--- config.mk ---
export PLATFORM = sky130hd
export DESIGN_NAME = player_motion_ctrl_flat
export DESIGN_NICKNAME = d
export VERILOG_FILES = /design/src/rtl/player_motion_ctrl_if.sv /design/src/rtl/player_motion_ctrl.sv /design/src/flat_wrapper.sv
export SDC_FILE = /design/constraint.sdc
export NUM_CORES = 1
export LEC_CHECK = 0
export CORE_MARGIN = 2
export CORE_UTILIZATION = 27
export DETAILED_ROUTE_END_ITERATION = 8
export SLEW_MARGIN = 20
export SYNTH_ARGS = -nofsm -noshare
export SYNTH_HDL_FRONTEND = slang
export SYNTH_SLANG_ARGS = --single-unit
--- constraint.sdc ---
create_clock -name Clk -period 3 [get_ports Clk]
set_input_delay 0.6 -clock Clk [delete_from_list [all_inputs] [get_ports Clk]]
set_output_delay 0.6 -clock Clk [all_outputs]
set_load 0.005 [all_outputs]
--- src/rtl/player_motion_ctrl_if.sv ---
// Player motion bus: frame/key/collision inputs into the controller and the
// pose/target outputs it produces for the animation, scroll and collision stages.
interface player_motion_ctrl_if;
  logic       frame_start;
  logic [7:0] keycode;
  logic       blocked_in;
  logic [5:0] target_tx;
  logic [5:0] target_ty;
  logic       Character_Moving;
  logic [1:0] Direction;
  logic [9:0] Pos_X;
  logic [9:0] Pos_Y;
  logic       Step_Done;

  modport master (
    output frame_start, keycode, blocked_in,
    input  target_tx, target_ty, Character_Moving, Direction, Pos_X, Pos_Y, Step_Done
  );

  modport slave (
    input  frame_start, keycode, blocked_in,
    output target_tx, target_ty, Character_Moving, Direction, Pos_X, Pos_Y, Step_Done
  );
endinterface

--- src/rtl/player_motion_ctrl.sv ---
// Tile-based overworld movement: keycode -> facing, collision-checked tile steps
// advanced one STEP_PX per frame, with a short bump animation against walls.
module player_motion_ctrl #(
  parameter int TILE_PX     = 16,
  parameter int STEP_PX     = 1,
  parameter int MAP_W_TILES = 64,
  parameter int MAP_H_TILES = 64,
  parameter int START_TX    = 10,
  parameter int START_TY    = 12,
  parameter int BUMP_FRAMES = 8
) (
  input  logic                  Clk,
  input  logic                  Reset,
  player_motion_ctrl_if.slave   bus
);
  localparam int TSH = $clog2(TILE_PX);
  localparam int CW  = $clog2(TILE_PX + 1);
  localparam int BW  = $clog2(BUMP_FRAMES + 1);

  localparam logic [9:0]    START_X  = 10'(START_TX * TILE_PX);
  localparam logic [9:0]    START_Y  = 10'(START_TY * TILE_PX);
  localparam logic [5:0]    START_C  = 6'(START_TX);
  localparam logic [5:0]    START_R  = 6'(START_TY);
  localparam logic [5:0]    MAX_TX   = 6'(MAP_W_TILES - 1);
  localparam logic [5:0]    MAX_TY   = 6'(MAP_H_TILES - 1);
  localparam logic [9:0]    STEP_POS = 10'(STEP_PX);
  localparam logic [CW-1:0] STEP_CNT = CW'(STEP_PX);
  localparam logic [CW-1:0] TILE_CNT = CW'(TILE_PX);
  localparam logic [BW-1:0] BUMP_CNT = BW'(BUMP_FRAMES);

  typedef enum logic [1:0] {IDLE, CHECK, WALK, BUMP} state_t;

  state_t        state, state_nx;
  logic [1:0]    dir, dir_nx;
  logic [9:0]    pos_x, pos_x_nx, pos_y, pos_y_nx;
  logic [5:0]    tgt_x, tgt_x_nx, tgt_y, tgt_y_nx;
  logic [CW-1:0] pix_cnt, pix_cnt_nx, pix_inc;
  logic [BW-1:0] bump_cnt, bump_cnt_nx;
  logic          step_done, step_done_nx;
  logic          key_vld;
  logic [1:0]    key_dir;
  logic [5:0]    tile_x, tile_y;
  logic          out_of_map;

  // Adjacent tile in direction d; edge wrap is harmless because CHECK bounds it.
  function automatic logic [11:0] neighbour(input logic [5:0] tx, input logic [5:0] ty,
                                            input logic [1:0] d);
    logic [5:0] nx, ny;
    nx = tx;
    ny = ty;
    case (d)
      2'd0:    ny = ty - 6'd1;
      2'd1:    nx = tx + 6'd1;
      2'd2:    ny = ty + 6'd1;
      default: nx = tx - 6'd1;
    endcase
    return {nx, ny};
  endfunction

  always_comb begin
    key_vld = 1'b1;
    key_dir = 2'd0;
    case (bus.keycode)
      8'h1A:   key_dir = 2'd0;
      8'h07:   key_dir = 2'd1;
      8'h16:   key_dir = 2'd2;
      8'h04:   key_dir = 2'd3;
      default: key_vld = 1'b0;
    endcase
  end

  // Position is tile-aligned whenever this is consulted (IDLE/CHECK).
  assign tile_x  = pos_x[TSH +: 6];
  assign tile_y  = pos_y[TSH +: 6];
  assign pix_inc = pix_cnt + STEP_CNT;

  always_comb begin
    case (dir)
      2'd0:    out_of_map = (tile_y == 6'd0);
      2'd1:    out_of_map = (tile_x == MAX_TX);
      2'd2:    out_of_map = (tile_y == MAX_TY);
      default: out_of_map = (tile_x == 6'd0);
    endcase
  end

  always_comb begin
    state_nx     = state;
    dir_nx       = dir;
    pos_x_nx     = pos_x;
    pos_y_nx     = pos_y;
    tgt_x_nx     = tgt_x;
    tgt_y_nx     = tgt_y;
    pix_cnt_nx   = pix_cnt;
    bump_cnt_nx  = bump_cnt;
    step_done_nx = 1'b0;
    case (state)
      IDLE: begin
        if (bus.frame_start && key_vld) begin
          dir_nx               = key_dir;
          {tgt_x_nx, tgt_y_nx} = neighbour(tile_x, tile_y, key_dir);
          state_nx             = CHECK;
        end
      end
      CHECK: begin
        if (out_of_map || bus.blocked_in) begin
          state_nx    = BUMP;
          bump_cnt_nx = '0;
        end else begin
          state_nx   = WALK;
          pix_cnt_nx = '0;
        end
      end
      WALK: begin
        if (bus.frame_start) begin
          pix_cnt_nx = pix_inc;
          if (pix_inc == TILE_CNT) begin
            // Land exactly on the target tile; a held key chains the next step.
            pos_x_nx     = {4'b0, tgt_x} << TSH;
            pos_y_nx     = {4'b0, tgt_y} << TSH;
            step_done_nx = 1'b1;
            if (key_vld) begin
              dir_nx               = key_dir;
              {tgt_x_nx, tgt_y_nx} = neighbour(tgt_x, tgt_y, key_dir);
              state_nx             = CHECK;
            end else begin
              state_nx = IDLE;
            end
          end else begin
            case (dir)
              2'd0:    pos_y_nx = pos_y - STEP_POS;
              2'd1:    pos_x_nx = pos_x + STEP_POS;
              2'd2:    pos_y_nx = pos_y + STEP_POS;
              default: pos_x_nx = pos_x - STEP_POS;
            endcase
          end
        end
      end
      BUMP: begin
        if (bus.frame_start) begin
          bump_cnt_nx = bump_cnt + BW'(1);
          if (bump_cnt_nx == BUMP_CNT) state_nx = IDLE;
        end
      end
      default: state_nx = IDLE;
    endcase
  end

  always_ff @(posedge Clk) begin
    if (Reset) begin
      state     <= IDLE;
      dir       <= 2'd0;
      pos_x     <= START_X;
      pos_y     <= START_Y;
      tgt_x     <= START_C;
      tgt_y     <= START_R;
      pix_cnt   <= '0;
      bump_cnt  <= '0;
      step_done <= 1'b0;
    end else begin
      state     <= state_nx;
      dir       <= dir_nx;
      pos_x     <= pos_x_nx;
      pos_y     <= pos_y_nx;
      tgt_x     <= tgt_x_nx;
      tgt_y     <= tgt_y_nx;
      pix_cnt   <= pix_cnt_nx;
      bump_cnt  <= bump_cnt_nx;
      step_done <= step_done_nx;
    end
  end

  assign bus.target_tx        = tgt_x;
  assign bus.target_ty        = tgt_y;
  assign bus.Character_Moving = (state != IDLE);
  assign bus.Direction        = dir;
  assign bus.Pos_X            = pos_x;
  assign bus.Pos_Y            = pos_y;
  assign bus.Step_Done        = step_done;
endmodule

--- src/flat_wrapper.sv ---
// flat-port wrapper written by rule: the top's interface ports become plain ports
module player_motion_ctrl_flat 
#(
  parameter int TILE_PX     = 16,
  parameter int STEP_PX     = 1,
  parameter int MAP_W_TILES = 64,
  parameter int MAP_H_TILES = 64,
  parameter int START_TX    = 10,
  parameter int START_TY    = 12,
  parameter int BUMP_FRAMES = 8
)
  (Clk, Reset, bus_frame_start, bus_keycode, bus_blocked_in, bus_target_tx, bus_target_ty, bus_Character_Moving, bus_Direction, bus_Pos_X, bus_Pos_Y, bus_Step_Done);
  player_motion_ctrl_if bus_i ();
  input  logic Clk;
  input  logic Reset;
  input wire logic [$bits(bus_i.frame_start)-1:0] bus_frame_start;
  input wire logic [$bits(bus_i.keycode)-1:0] bus_keycode;
  input wire logic [$bits(bus_i.blocked_in)-1:0] bus_blocked_in;
  output wire logic [$bits(bus_i.target_tx)-1:0] bus_target_tx;
  output wire logic [$bits(bus_i.target_ty)-1:0] bus_target_ty;
  output wire logic [$bits(bus_i.Character_Moving)-1:0] bus_Character_Moving;
  output wire logic [$bits(bus_i.Direction)-1:0] bus_Direction;
  output wire logic [$bits(bus_i.Pos_X)-1:0] bus_Pos_X;
  output wire logic [$bits(bus_i.Pos_Y)-1:0] bus_Pos_Y;
  output wire logic [$bits(bus_i.Step_Done)-1:0] bus_Step_Done;
  assign bus_i.frame_start = bus_frame_start;
  assign bus_i.keycode = bus_keycode;
  assign bus_i.blocked_in = bus_blocked_in;
  assign bus_target_tx = bus_i.target_tx;
  assign bus_target_ty = bus_i.target_ty;
  assign bus_Character_Moving = bus_i.Character_Moving;
  assign bus_Direction = bus_i.Direction;
  assign bus_Pos_X = bus_i.Pos_X;
  assign bus_Pos_Y = bus_i.Pos_Y;
  assign bus_Step_Done = bus_i.Step_Done;
  player_motion_ctrl #(.TILE_PX(TILE_PX), .STEP_PX(STEP_PX), .MAP_W_TILES(MAP_W_TILES), .MAP_H_TILES(MAP_H_TILES), .START_TX(START_TX), .START_TY(START_TY), .BUMP_FRAMES(BUMP_FRAMES)) u_core (.Clk(Clk), .Reset(Reset), .bus(bus_i));
endmodule
# Yosys cells after proc, flatten, opt, wreduce, memory -nomap -nowiden

Index checks and enable logic that the tools add are counted.

Bits of input ports: 12
Flip-flop bits (word level): 46

Muxes and demuxes: 41
Eq/ne operators: 26
Bitwise operators: 2
Reduce and logical (&&, ||, !) cells: 24
Add/sub/neg operators: 14

Operator list:

| cell                  | count |
|---|---|
| $pmux 6 s2            | 6 |
| $mux 6                | 8 |
| $pmux 10 s2           | 2 |
| $add 6x1->6 const B   | 4 |
| $sub 6x1->6 const B   | 4 |
| $add 10x1->10 const B | 2 |
| $mux 10               | 2 |
| $sub 10x1->10 const B | 2 |
| $mux 2                | 9 |
| $eq 8x3->1 const B    | 2 |
| $eq 8x5->1 const B    | 2 |
| $eq 6x6->1 const B    | 2 |
| $logic_not 6->1       | 2 |
| $ne 2x1->1 const B    | 6 |
| $reduce_and 3->1      | 4 |
| $reduce_and 6->1      | 2 |
| $mux 5                | 2 |
| $pmux 5 s2            | 1 |
| $reduce_and 5->1      | 2 |
| $eq 2x2->1 const B    | 4 |
| $mux 4                | 2 |
| $ne 2x2->1 const B    | 4 |
| $pmux 2 s4            | 1 |
| $pmux 4 s2            | 1 |
| 19 further kinds      | 31 |

# Logic depth before layout (Yosys ltp)

Gate-level depths: netlist (run 1).

Depth after elaboration: 9
Gate-level depth with buffers: 11
Depth with buffers taken out: 10

# Worst setup path before layout (run 1)

Ideal clock, no wire load.

Kind: input to register
Start point: input bus_keycode[0]
End point: register u_core.tgt_y[5] (netlist: u_core.bus.target_ty[5])
Arrival: 2851 ps
Library setup time: 125 ps
Stages: 10
Required time: 2875 ps
Buffers on the path: 0
Setup slack: 24 ps
Cell sequence: or3b_2 -> nor2_1 -> nand3_1 -> ha_1 -> a211oi_1 -> o21bai_1 -> a21oi_1 -> mux2i_1 -> xor2_1 -> o221ai_2

Cells in the longest elaborated chain, start to end: 8
Elaborated cells between the ends (all ways): 21
Classes of those cells: eq/ne: 8; mux: 9; reduce/logical: 4

Ends and longest elaborated chain:

| what                                                 | RTL line                  | RTL |
|---|---|---|
| start, declared                                      | flat_wrapper.sv:17        | `input wire logic [$bits(bus_i.keycode)-1:0] bus_keycode;` |
| $eq 8x3->1 / $eq 8x5->1 (equally long branches)      | player_motion_ctrl.sv:63  | `case (bus.keycode)` |
| $pmux 2 s3                                           | player_motion_ctrl.sv:63  |  |
| $eq 2x2->1 / $logic_not 2->1 (equally long branches) | player_motion_ctrl.sv:51  | `case (d)` |
| $pmux 6 s2                                           | player_motion_ctrl.sv:51  |  |
| $mux 6                                               | player_motion_ctrl.sv:121 | `if (key_vld) begin` |
| $mux 6                                               | player_motion_ctrl.sv:116 | `if (pix_inc == TILE_CNT) begin` |
| $mux 6                                               | player_motion_ctrl.sv:114 | `if (bus.frame_start) begin` |
| $pmux 6 s2                                           | player_motion_ctrl.sv:96  | `case (state)` |
| end signal, assigned                                 | player_motion_ctrl.sv:165 | `tgt_y <= tgt_y_nx;` |
| end, declared                                        | player_motion_ctrl.sv:36  | `logic [5:0] tgt_x, tgt_x_nx, tgt_y, tgt_y_nx;` |

Several ways; a longest one is shown, not always the timed one. The select of a mux whose other input is x is not followed.
A chain may end at the register's enable or synchronous reset.

# Worst setup path in the final report (run 1)

Start point: input bus_keycode[2]
End point: register u_core.tgt_y[4] (netlist: u_core.bus.target_ty[4])

Same word-level chain as after synthesis.

==> results of run 1 <==
==> cells in the final DEF (no fill, tap or decap), drive strengths merged, types with 7 or more instances in the layout <==
master and instances:
clkdlybuf4s50 47, dfxtp 46, buf 43, nor2 42, a21oi 41, ha 38
o21ai 35, nand2 27, nand3 20, xor2 19, nor3 17, a21o 16
a211oi 16, xnor2 15, mux2i 15, a31oi 9, o21bai 7
==> Yosys cell counts (all sizes together), types with 3 or more instances <==
cell type and n:
and4 3, o41ai 4, or2 3, mux2i 15, buf 11, and3 5, nor4 3, o211ai 4
ha 38, nand4 6, o21bai 7, o31ai 4, nor4b 3, and2 5, a21o 16, nor3 17
nand3 20, inv 7, fa 6, a22oi 5, and4b 3, xor2 19, nand2 27, a21oi 41
o21ai 35, nor2b 6, clkbuf 12, nor2 42, nand2b 5, xnor2 15, a211o 4, a211oi 16
a31oi 9, dfxtp 46
==> state kept, by name, summed over array words and instances, names as in the netlist <==
signal	flops
u_core.bus.Pos_X	10
u_core.bus.Pos_Y	10
u_core.bus.target_tx	6
u_core.bus.target_ty	6
u_core.pix_cnt	5
u_core.bump_cnt	4
u_core.bus.Direction	2
u_core.state	2
u_core.bus.Step_Done	1
==> per-layer routing <==
layer	vias up	global-route usage [%]
met3	17	2.51
met2	76	25.7
met5	-	0
met1	1934	18.8
met4	0	4.52
li1	1995	-
==> stage by stage <==
step | power, mW | area [µm²] | setup slack [ns]
after floorplan | 0.826 | 4020 | 0.0238
after global placement | 0.925 | 4910 | -0.365
after detailed placement | 0.931 | 4910 | -0.401
after CTS | 1.49 | 5100 | 0.0285
after global routing | 1.55 | 5190 | 0.00329
final | 1.49 | 5190 | 0.126
==> power groups by stage <==
stage	sequential, mW	clock (mW)	combinational, mW
CTS	0.650	0.566	0.273
global route	0.652	0.591	0.308
detailed placement	0.663	0	0.268
global placement	0.663	0	0.263
floorplan	0.651	0	0.175
finish	0.650	0.558	0.279
==> kinds of logic (layout without fill, tap and decap cells) <==
family / Yosys count / count (layout) / share of synthesized area (%)
simple gates: 157 / 157 / 20.5
fa+ha+maj: 44 / 44 / 14.8
buf+inv: 30 / 105 / 3.30
flops: 46 / 46 / 22.9
mux: 16 / 16 / 4.02
compound gates: 161 / 161 / 27.0
xor+xnor: 34 / 34 / 7.42
==> critical path, delay by kind of cell <==
family	cells	cell delay (ns)
compound gates	5	0.65
xor+xnor	1	0.16
fa+ha+maj	1	0.38
buf+inv	2	0.64
simple gates	3	0.62
==> worst paths after layout <==
kind | from | to | slack (ns) | cells past startpoint
max | bus_keycode[2] | u_core.bus.target_ty[4] | 0.13 | 12
min | u_core.bus.Pos_X[2] | u_core.bus.Pos_X[2] | 0.48 | 2
max reg2reg | u_core.bus.Direction[0] | u_core.bus.Pos_Y[8] | 0.26 | 10
min reg2reg | u_core.bus.Pos_X[2] | u_core.bus.Pos_X[2] | 0.48 | 2
==> timing repair <==
action,4_1_cts,5_1_grt
resized for setup,8,19
buffers inserted,1,2
endpoints found under the setup margin,2,8
pin swaps,2,7
==> cell type report <==
class,instances,share of cell area [%]
Tap cell,184,4.44
Clock inverter,2,0.265
Inverter,7,0.579
Timing Repair Buffer,90,15.4
Clock buffer,6,2.48
Multi-Input combinational cell,412,59.1
Sequential cell,46,17.7
==> metrics.cfg, run 1 <==
[detailed_routing]
routed.top_layer=met4
met1Wirelength_um=5300
dr_wl_met2_um=5870
drc_errors=0
routedWlPerCell_um=16.0
firstDrtPassIters=4
viasPerCell=5.38
ant_nets=0
vias=4022
drt_wl_total_um=12000
drt_iter0_markers=158
wl_met3_um=583

[global_route]
grt_overflow=0
track_usage_pct=14.8
grt_pass1_vias=4013
grt_pass1_wl_um=19600
antenna_found_initial=0
grt_max_degree=33

[place]
io_buffers=47
place_inst=736
place.gp.congestion=0.866
hpwl_um=9130

[die]
core_area_mm2=0.0145
die_y_um=126
start_util_pct=27.6
io_pins=48
die_w_um=126
dieArea_mm2=0.0159
num_rows=44

[cells_and_area]
seq_area_um2=921
nets=618
multi_input_area_mm2=0.00306
final.fill_count=1514
fin_util_pct=35.7
drive_gt1_share_pct=15.6
diodes=0
fin_cells=747
syn_to_final_growth_pct=29.2

[yosys]
syn_area_per_cell_um2=8.23
synth_top_area_share_pct=22.9
synth_area_mm2=0.00402
async_flop_share_pct=0
netlist_instances=488
yosys-top-cells-area=dfxtp_1 (23%), ha_1 (12%), a21oi_1 (4.9%), xor2_1 (4.1%), nor2_1 (3.8%)
yosysWarnings=0
synth_seq_area_share_pct=22.9
synth_edf_count=0
synth_cell_types=66
yosysTopAreaCell=dfxtp_1
syn-num-nets=544
ys_seq_elements=46
synth_flop_cell=dfxtp_1

[worst_setup_path]
crit_type=in -> reg
crit_path_frequent_cell=a21oi_1
worstPathCellList=clkdlybuf4s50_1, or3b_4, nor2_4, nand3_4, buf_6, fa_1, a21o_1, a21oi_2, xor2_1, a21oi_1, o211ai_1, a21oi_1
worstSetupStartpointType=input port
crit_fanout=7
worst_path_max_delay_cell=clkdlybuf4s50_1
crit_arrival_ns=3.05
worstPathRequired_ns=3.18
slowest_delay_ns=0.48
critPathCaptureType=flip-flop

[timing]
slew_violations=0
slew_headroom_pct=56.7
fmax_mhz=348
post-route-min-period_ns=2.87
skew_ns=0.00613
holdWs_ns=0.482
tightest_slew_ns=0.649
rsz0062_at_grt=false
period_share_pct=95.8
setup-violations-final=0
fin_setup_tns_ns=0
finalHoldViolations=0

[cts]
cts_buffers=5
max-clock-path-buffers=2
cts-htree-levels=2
holdBufCountCts=0
cts_tree=built
cts_root_buffer=clkbuf_16
clkTransAtPathRegs_ns=0.07
cts.sinks=46
insertion_delay_ns=0.29

[flow_run]
max-cap-violations=0

[power_and_ir_drop]
powerDensity_mw_per_mm2=287
p_comb_share_pct=18.8
ir_drop_uv=211
power_frac_clock_pct=37.5
switching_share_pct=28.5
intPower_mw=1.06
seqPwrFrac_pct=43.7
power_leakage_nw=1.94
net-switching-power_mw=0.423

[hold_path]
hp-class=reg -> reg

[status]
status=complete, no violations

Power figures use the tool's default switching activity.
==> run 2: changes to the inputs <==
- ABC_CLOCK_PERIOD_IN_PS: unset -> 3000
==> results of run 2 <==
No change in the layout: final DEF, timing and power equal those of run 1.
==> run 3: changes to the inputs <==
- GPL_TIMING_DRIVEN: unset -> 0
==> run 3 against run 2 <==
  * Final cell count is 1.3% lower
  * Largest cell class unchanged
  * Die area did not move
  * Clock-buffer cell count unchanged
  * Utilization down 0.81 points
  * Cell area shrank 2.3%
  * Critical path type unchanged
  * Non-clock buffer count is 11 lower
  * Clock skew is 0.0010 ns lower
  * Critical path depth unchanged
==> metrics.cfg, run 3 (synthesized netlist as in run 1, its figures left out) <==
[hold_path]
min_path_cells=2  ; unchanged
worst_hold_startpoint=u_core.bus.Pos_X[2]  ; unchanged
worstHoldEndpoint=u_core.bus.Pos_X[2]  ; unchanged
hp-class=reg -> reg  ; unchanged

[cts]
holdBufCountCts=0  ; unchanged
cts_tree=built  ; unchanged
cts_buffers=5  ; unchanged
clkTransAtPathRegs_ns=0.07  ; about the same
max-clock-path-buffers=2  ; unchanged
cts-htree-levels=2  ; unchanged
insertion_delay_ns=0.29  ; about the same
cts.sinks=46  ; unchanged
cts_root_buffer=clkbuf_16  ; unchanged

[cells_and_area]
diodes=0  ; unchanged
nets=608  ; was 618
multi_input_area_mm2=0.00307  ; was 0.00306 mm²
drive_gt1_share_pct=11.2  ; was 15.6%
design_area_mm2=0.00507  ; was 0.00519 mm²
seq_area_um2=921  ; unchanged
layout_commonest_cell=dfxtp_1  ; was clkdlybuf4s50_1
syn_to_final_growth_pct=26.3  ; was 29.2%
layout_common_cells=dfxtp_1 (46), nor2_1 (40), clkdlybuf4s50_1 (38), a21oi_1 (36), ha_1 (36)  ; was clkdlybuf4s50_1 (47), dfxtp_1 (46), buf_4 (41), nor2_1 (40), ha_1 (37)
fin_cells=737  ; was 747
final.fill_count=1527  ; was 1,514

[timing]
tightest_slew_ns=0.734  ; was 0.649 ns
setup-violations-final=0  ; unchanged
skew_ns=0.00509  ; was 0.00613 ns
slew_violations=0  ; unchanged
finalHoldViolations=0  ; unchanged
post-route-min-period_ns=2.90  ; was 2.87 ns
fmax_mhz=345  ; was 348 MHz
period_share_pct=96.6  ; was 95.8%
rsz0062_at_grt=false  ; unchanged
slew_headroom_pct=51.0  ; was 56.7%

[detailed_routing]
vias=4099  ; was 4,022
routedWlPerCell_um=17.3  ; was 16.0 µm
drt_wl_total_um=12800  ; was 12,000 µm
ant_nets=0  ; unchanged
firstDrtPassIters=4  ; unchanged
drc_errors=0  ; unchanged
drt_iter0_markers=273  ; was 158
viasPerCell=5.56  ; was 5.38

[place]
hpwl_um=9470  ; was 9130 µm
place_area_mm2=0.00470  ; was 0.00491 mm²
io_buffers=45  ; was 47
place.gp.congestion=0.849  ; was 0.866
place_inst=717  ; was 736

[worst_setup_path]
slowest_delay_ns=0.44  ; was 0.48 ns
crit_path_frequent_cell=a21oi_1  ; unchanged
rr_startpoint=u_core.bus.Direction[0]  ; unchanged
worstPathRequired_ns=3.15  ; was 3.18 ns
crit_arrival_ns=3.05  ; about the same
crit_fanout=6  ; was 7
cp_top_family=compound AO/OA/AOI/OAI gates  ; unchanged
worstSetupStartpointType=input port  ; unchanged
worstPathCellList=dlygate4sd2_1, or3b_4, nor2_4, nand3_4, buf_4, fa_1, a21o_1, a21oi_2, xor2_1, a21oi_1, o211ai_1, a21oi_1  ; was clkdlybuf4s50_1, or3b_4, nor2_4, nand3_4, buf_6, fa_1, a21o_1, a21oi_2, xor2_1, a21oi_1, o211ai_1, a21oi_1
worst_path_max_delay_cell=or3b_4  ; was clkdlybuf4s50_1
critPathCaptureType=flip-flop  ; unchanged
r2r_setup_slack_ns=0.20  ; was 0.26 ns
cp_num_buf_inv=2  ; unchanged
rr_worst_depth=11  ; was 10
worst_r2r_endpoint=u_core.bus.Pos_Y[7]  ; was u_core.bus.Pos_Y[8]
crit_type=in -> reg  ; unchanged

[power_and_ir_drop]
intPower_mw=1.13  ; was 1.06 mW
p_comb_share_pct=17.6  ; was 18.8%
finalPower_mw=1.57  ; was 1.49 mW
net-switching-power_mw=0.434  ; was 0.423 mW
seqPwrFrac_pct=41.1  ; was 43.7%
power_frac_clock_pct=41.2  ; was 37.5%
switching_share_pct=27.7  ; was 28.5%
ir_drop_uv=204  ; was 211 µV
powerDensity_mw_per_mm2=309  ; was 287 mW/mm²
power_leakage_nw=1.87  ; was 1.94 nW

[global_route]
grt_pass1_vias=3931  ; was 4,013
grt_max_degree=15  ; was 33
antenna_found_initial=0  ; unchanged
grt_overflow=0  ; unchanged
grt_pass1_wl_um=20100  ; was 19,600 µm
track_usage_pct=15.6  ; was 14.8%

[die]
num_rows=44  ; unchanged
start_util_pct=27.6  ; unchanged
dieArea_mm2=0.0159  ; unchanged
core_area_mm2=0.0145  ; unchanged
io_pins=48  ; unchanged
die_w_um=126  ; unchanged
die_y_um=126  ; unchanged

[status]
status=complete, no violations  ; unchanged

[flow_run]
max-cap-violations=0  ; unchanged

## run 3: cell types whose count changed in the layout (fill, tap and decap cells not counted), sizes merged
cell / change
buf: -22
bufinv: +1
clkbuf: +13
clkdlybuf4s50: -9
clkinv: -2
clkinvlp: +3
dlygate4sd2: +4
dlymetal6s2s: +3
inv: -1
## run 3: worst reg2reg max path, cell delays in order (launching register included)
cell and delay, ns:
dfxtp_1 0.36, inv_1 0.10, ha_1 0.15, clkbuf_4 0.20, clkinvlp_4 0.18, ha_1 0.34
a211oi_2 0.30, o21bai_1 0.15, a2111oi_2 0.44, nor3_1 0.12, xnor2_1 0.14, a211oi_1 0.24
## run 3: area by class of cell
class / instances / area share, %
clock inverters: 2 / 0.740
repair inverters: 1 / 0.0987
clock buffers: 6 / 2.54
multi-input cells: 412 / 60.5
flip-flops and latches: 46 / 18.2
plain buffers: 23 / 2.15
well taps: 184 / 4.54
inverters: 7 / 0.666
repair buffers: 56 / 10.6
## run 3: power groups by stage
stage                     clock network [mW]  registers, mW  logic, mW
after global placement                     0          0.657      0.258
after global routing                   0.671          0.647      0.304
after floorplan                            0          0.651      0.175
after detailed placement                   0          0.657      0.262
final                                  0.646          0.644      0.276
after CTS                              0.649          0.644      0.270
## run 3: what timing repair did
action	4_1_cts	5_1_grt
resized for setup	18	14
endpoints found under the setup margin	11	8
cloned	0	1
pin swaps	5	1
buffers inserted	6	5
## run 3: per-layer routing
layer  track usage [%]  wire length [µm]  vias up
met5                 0                 0        -
met4              5.11               274        0
met3              2.55               673       18
met2              26.2              6080      117
met1              20.3              5750     1989
li1                  -                 -     1975
## run 3: worst max-delay path by stage
stage	slack, ns	depth (start not counted)	start	end
floorplan	0.02	10	bus_keycode[0]	u_core.bus.target_ty[5]
finish	0.10	12	bus_keycode[0]	u_core.bus.target_ty[4]
detailed placement	-1.00	10	bus_keycode[5]	u_core.bus.target_tx[5]
global route	0.004	12	bus_keycode[0]	u_core.bus.target_ty[4]
CTS	0.005	12	bus_keycode[7]	u_core.bus.target_ty[5]
global placement	-0.97	11	bus_keycode[0]	u_core.bus.target_ty[5]
## run 3: through the flow
stage | setup WS, ns | utilization (%) | hold WS, ns | TNS (ns)
after global placement | -0.969 | 32.3 | 0.465 | -6.38
final | 0.103 | 34.9 | 0.477 | 0
after global routing | 0.00408 | 34.9 | 0.519 | 0
after detailed placement | -1.00 | 32.3 | 0.469 | -7.18
after CTS | 0.00485 | 34.2 | 0.478 | 0
after floorplan | 0.0238 | - | 0.449 | 0
==> RTL edit: new RTL, config.mk and constraints of run 2 <==
Make the reset (`Reset`) asynchronous in one clocked block.
--- a/src/rtl/player_motion_ctrl.sv
+++ b/src/rtl/player_motion_ctrl.sv
@@ -147,3 +147,3 @@
 
-  always_ff @(posedge Clk) begin
+  always_ff @(posedge Clk or posedge Reset) begin
     if (Reset) begin
Formal check against the unedited RTL: differs if Reset is asserted again (counterexample within 4 cycles, from zero or initial values and one cycle with Reset high); with Reset held inactive, the same outputs for 10 cycles.
==> RTL edit against run 2 <==
- final area up 5.0%
- sequential cell count stayed put
- clock skew rose by 0.0064 ns
- routed wire length decreased by 0.84%
- sequential share of layout area is 3.6 points higher
- synthesized area is 0.50% lower
- setup slack gained 0.0075 ns
Power is not compared: it rests on default switching activity, and its combinational part moved more than twofold at a synthesized area within 25%.
==> RTL edit: results (changes against run 2) <==
{
  "finalWirelength": {"value": 11900, "unit": "um", "change": "-0.84%"},
  "first_pass_grt_wire_length": {"value": 19400, "unit": "um", "change": "-0.81%"},
  "nNetsFinal": {"value": 613, "change": "-0.81%"},
  "final_layout_size_suffix_gt1_share": {"value": 20.6, "unit": "%", "change": "+5.0 points"},
  "place_inst": {"value": 728, "change": "-1.1%"},
  "wl_per_cell": {"value": 16.0, "unit": "um", "change": "-0.18%"},
  "critical_path.top_delay_family": {"value": "simple AND/OR/NAND/NOR gates"},
  "groute.usage.overall": {"value": 15.2, "unit": "%", "change": "+0.32 points"},
  "synth.area.top_cells": {"value": "sky130_fd_sc_hd__dfrtp_1, sky130_fd_sc_hd__ha_1, sky130_fd_sc_hd__o21ai_0, sky130_fd_sc_hd__dfstp_2, sky130_fd_sc_hd__xnor2_1"},
  "dpl.hpwl": {"value": 8780, "unit": "um", "change": "-3.8%"},
  "clock_latency": {"value": 0.31, "unit": "ns", "change": "+0.02 ns"},
  "share_of_synthesized_registers_carrying_an_async_set_or_reset": {"value": 100, "unit": "%", "change": "+100 points"},
  "netlist_top_cells_count": {"value": "sky130_fd_sc_hd__nand2_1, sky130_fd_sc_hd__o21ai_0, sky130_fd_sc_hd__dfrtp_1, sky130_fd_sc_hd__ha_1, sky130_fd_sc_hd__a21oi_1"},
  "mappedNetlistNets": {"value": 515, "change": "-5.3%"},
  "place.gp.congestion": {"value": 0.817, "change": "-5.6%"},
  "cpMaxStageDelayCell": {"value": "sky130_fd_sc_hd__or4_1"},
  "post_place_setup_slack": {"value": -0.575, "unit": "ns", "change": "-0.174 ns"},
  "arrival": {"value": 3.07, "unit": "ns", "change": "+0.02 ns"},
  "result_of_the_run": {"value": "complete, no violations"},
  "synthesis.instances": {"value": 459, "change": "-5.9%"},
  "initialDrtViolationCount": {"value": 260, "change": "+65%"},
  "detail_route.first_pass.iterations": {"value": 4, "change": "unchanged"},
  "final_setup_skew": {"value": 0.0126, "unit": "ns", "change": "+0.00643 ns"},
  "detailed_place.area": {"value": 0.00503, "unit": "mm^2", "change": "+2.5%"},
  "tightest_pin_transition": {"value": 1.02, "unit": "ns", "change": "+0.370 ns"},
  "via_per_inst": {"value": 5.27, "change": "-2.0%"},
  "grt_pass1_vias": {"value": 3896, "change": "-2.9%"}
}
RTL edit: cell count changes after synthesis, sizes merged, moves of 8 or more:
cell	before	now
dfrtp	0	38
nand2	27	52
mux2i	15	7
nor2	42	27
nand3	20	6
xor2	19	11
dfstp	0	8
xnor2	15	23
dfxtp	46	0
o21ai	35	48
RTL edit: worst paths after layout:
kind                                               from                       to  slack (ns)  cells after the start
worst max register to register  u_core.bus.Direction[1]      u_core.bus.Pos_X[8]        0.23                     10
worst min-delay path            u_core.bus.target_ty[2]  u_core.bus.target_ty[2]        0.51                      2
worst max-delay path                     bus_keycode[7]  u_core.bus.target_ty[5]        0.13                     12
worst min register to register  u_core.bus.target_ty[2]  u_core.bus.target_ty[2]        0.51                      2
min in group asynchronous                         Reset      u_core.bus.Pos_X[9]        0.67                      2
max in group asynchronous                         Reset  u_core.bus.target_ty[2]        1.72                      3
RTL edit: area by class of cell:
class                   count  area, um^2
clock buffers               7         133
clock inverters             1        7.51
fillers                  1425        9030
inverters                  11        53.8
multi-input cells         386        2890
flip-flops and latches     46        1160
well taps                 184         230
repair buffers            107         971
RTL edit: per-layer routing:
layer  vias to the layer above  wire length [um]  global-route usage (%)
li1                       1904                 -                       -
met1                      1932              5370                    19.6
met2                        72              5890                    25.6
met3                         6               492                    3.10
met4                         0               116                    4.58
met5                         -                 0                       0
RTL edit: power groups by stage:
stage | sequential, mW | clock [mW] | combinational [mW]
floorplan | 0.973 | 0 | 1.24
global placement | 1.05 | 0 | 1.77
detailed placement | 1.06 | 0 | 1.82
CTS | 1.06 | 0.585 | 1.90
global route | 1.09 | 0.614 | 2.14
finish | 1.06 | 0.573 | 1.93
RTL edit: repair_timing:
action                     in CTS  in global routing
buffers inserted                2                  4
gates resized for setup        27                 26
pin swaps                      15                 17
setup endpoints to repair       7                  6
RTL edit: kinds of logic after synthesis:
kind of cell | share of synthesized area [%]
mux | 2.04
buf+inv | 3.57
fa+ha+maj | 14.9
xor+xnor | 7.45
compound gates | 25.9
flops | 29.1
simple gates | 17.1
RTL edit: worst register-to-register path, delay by kind of cell, from the launching register on:
family	cells	cell delay, ns
AOI/OAI and AO/OA	4	1.06
adders and majority gates	2	0.65
DFF	1	0.45
buffers and inverters	2	0.24
and+or+nand+nor	1	0.14
xor gates and xnor gates	1	0.14
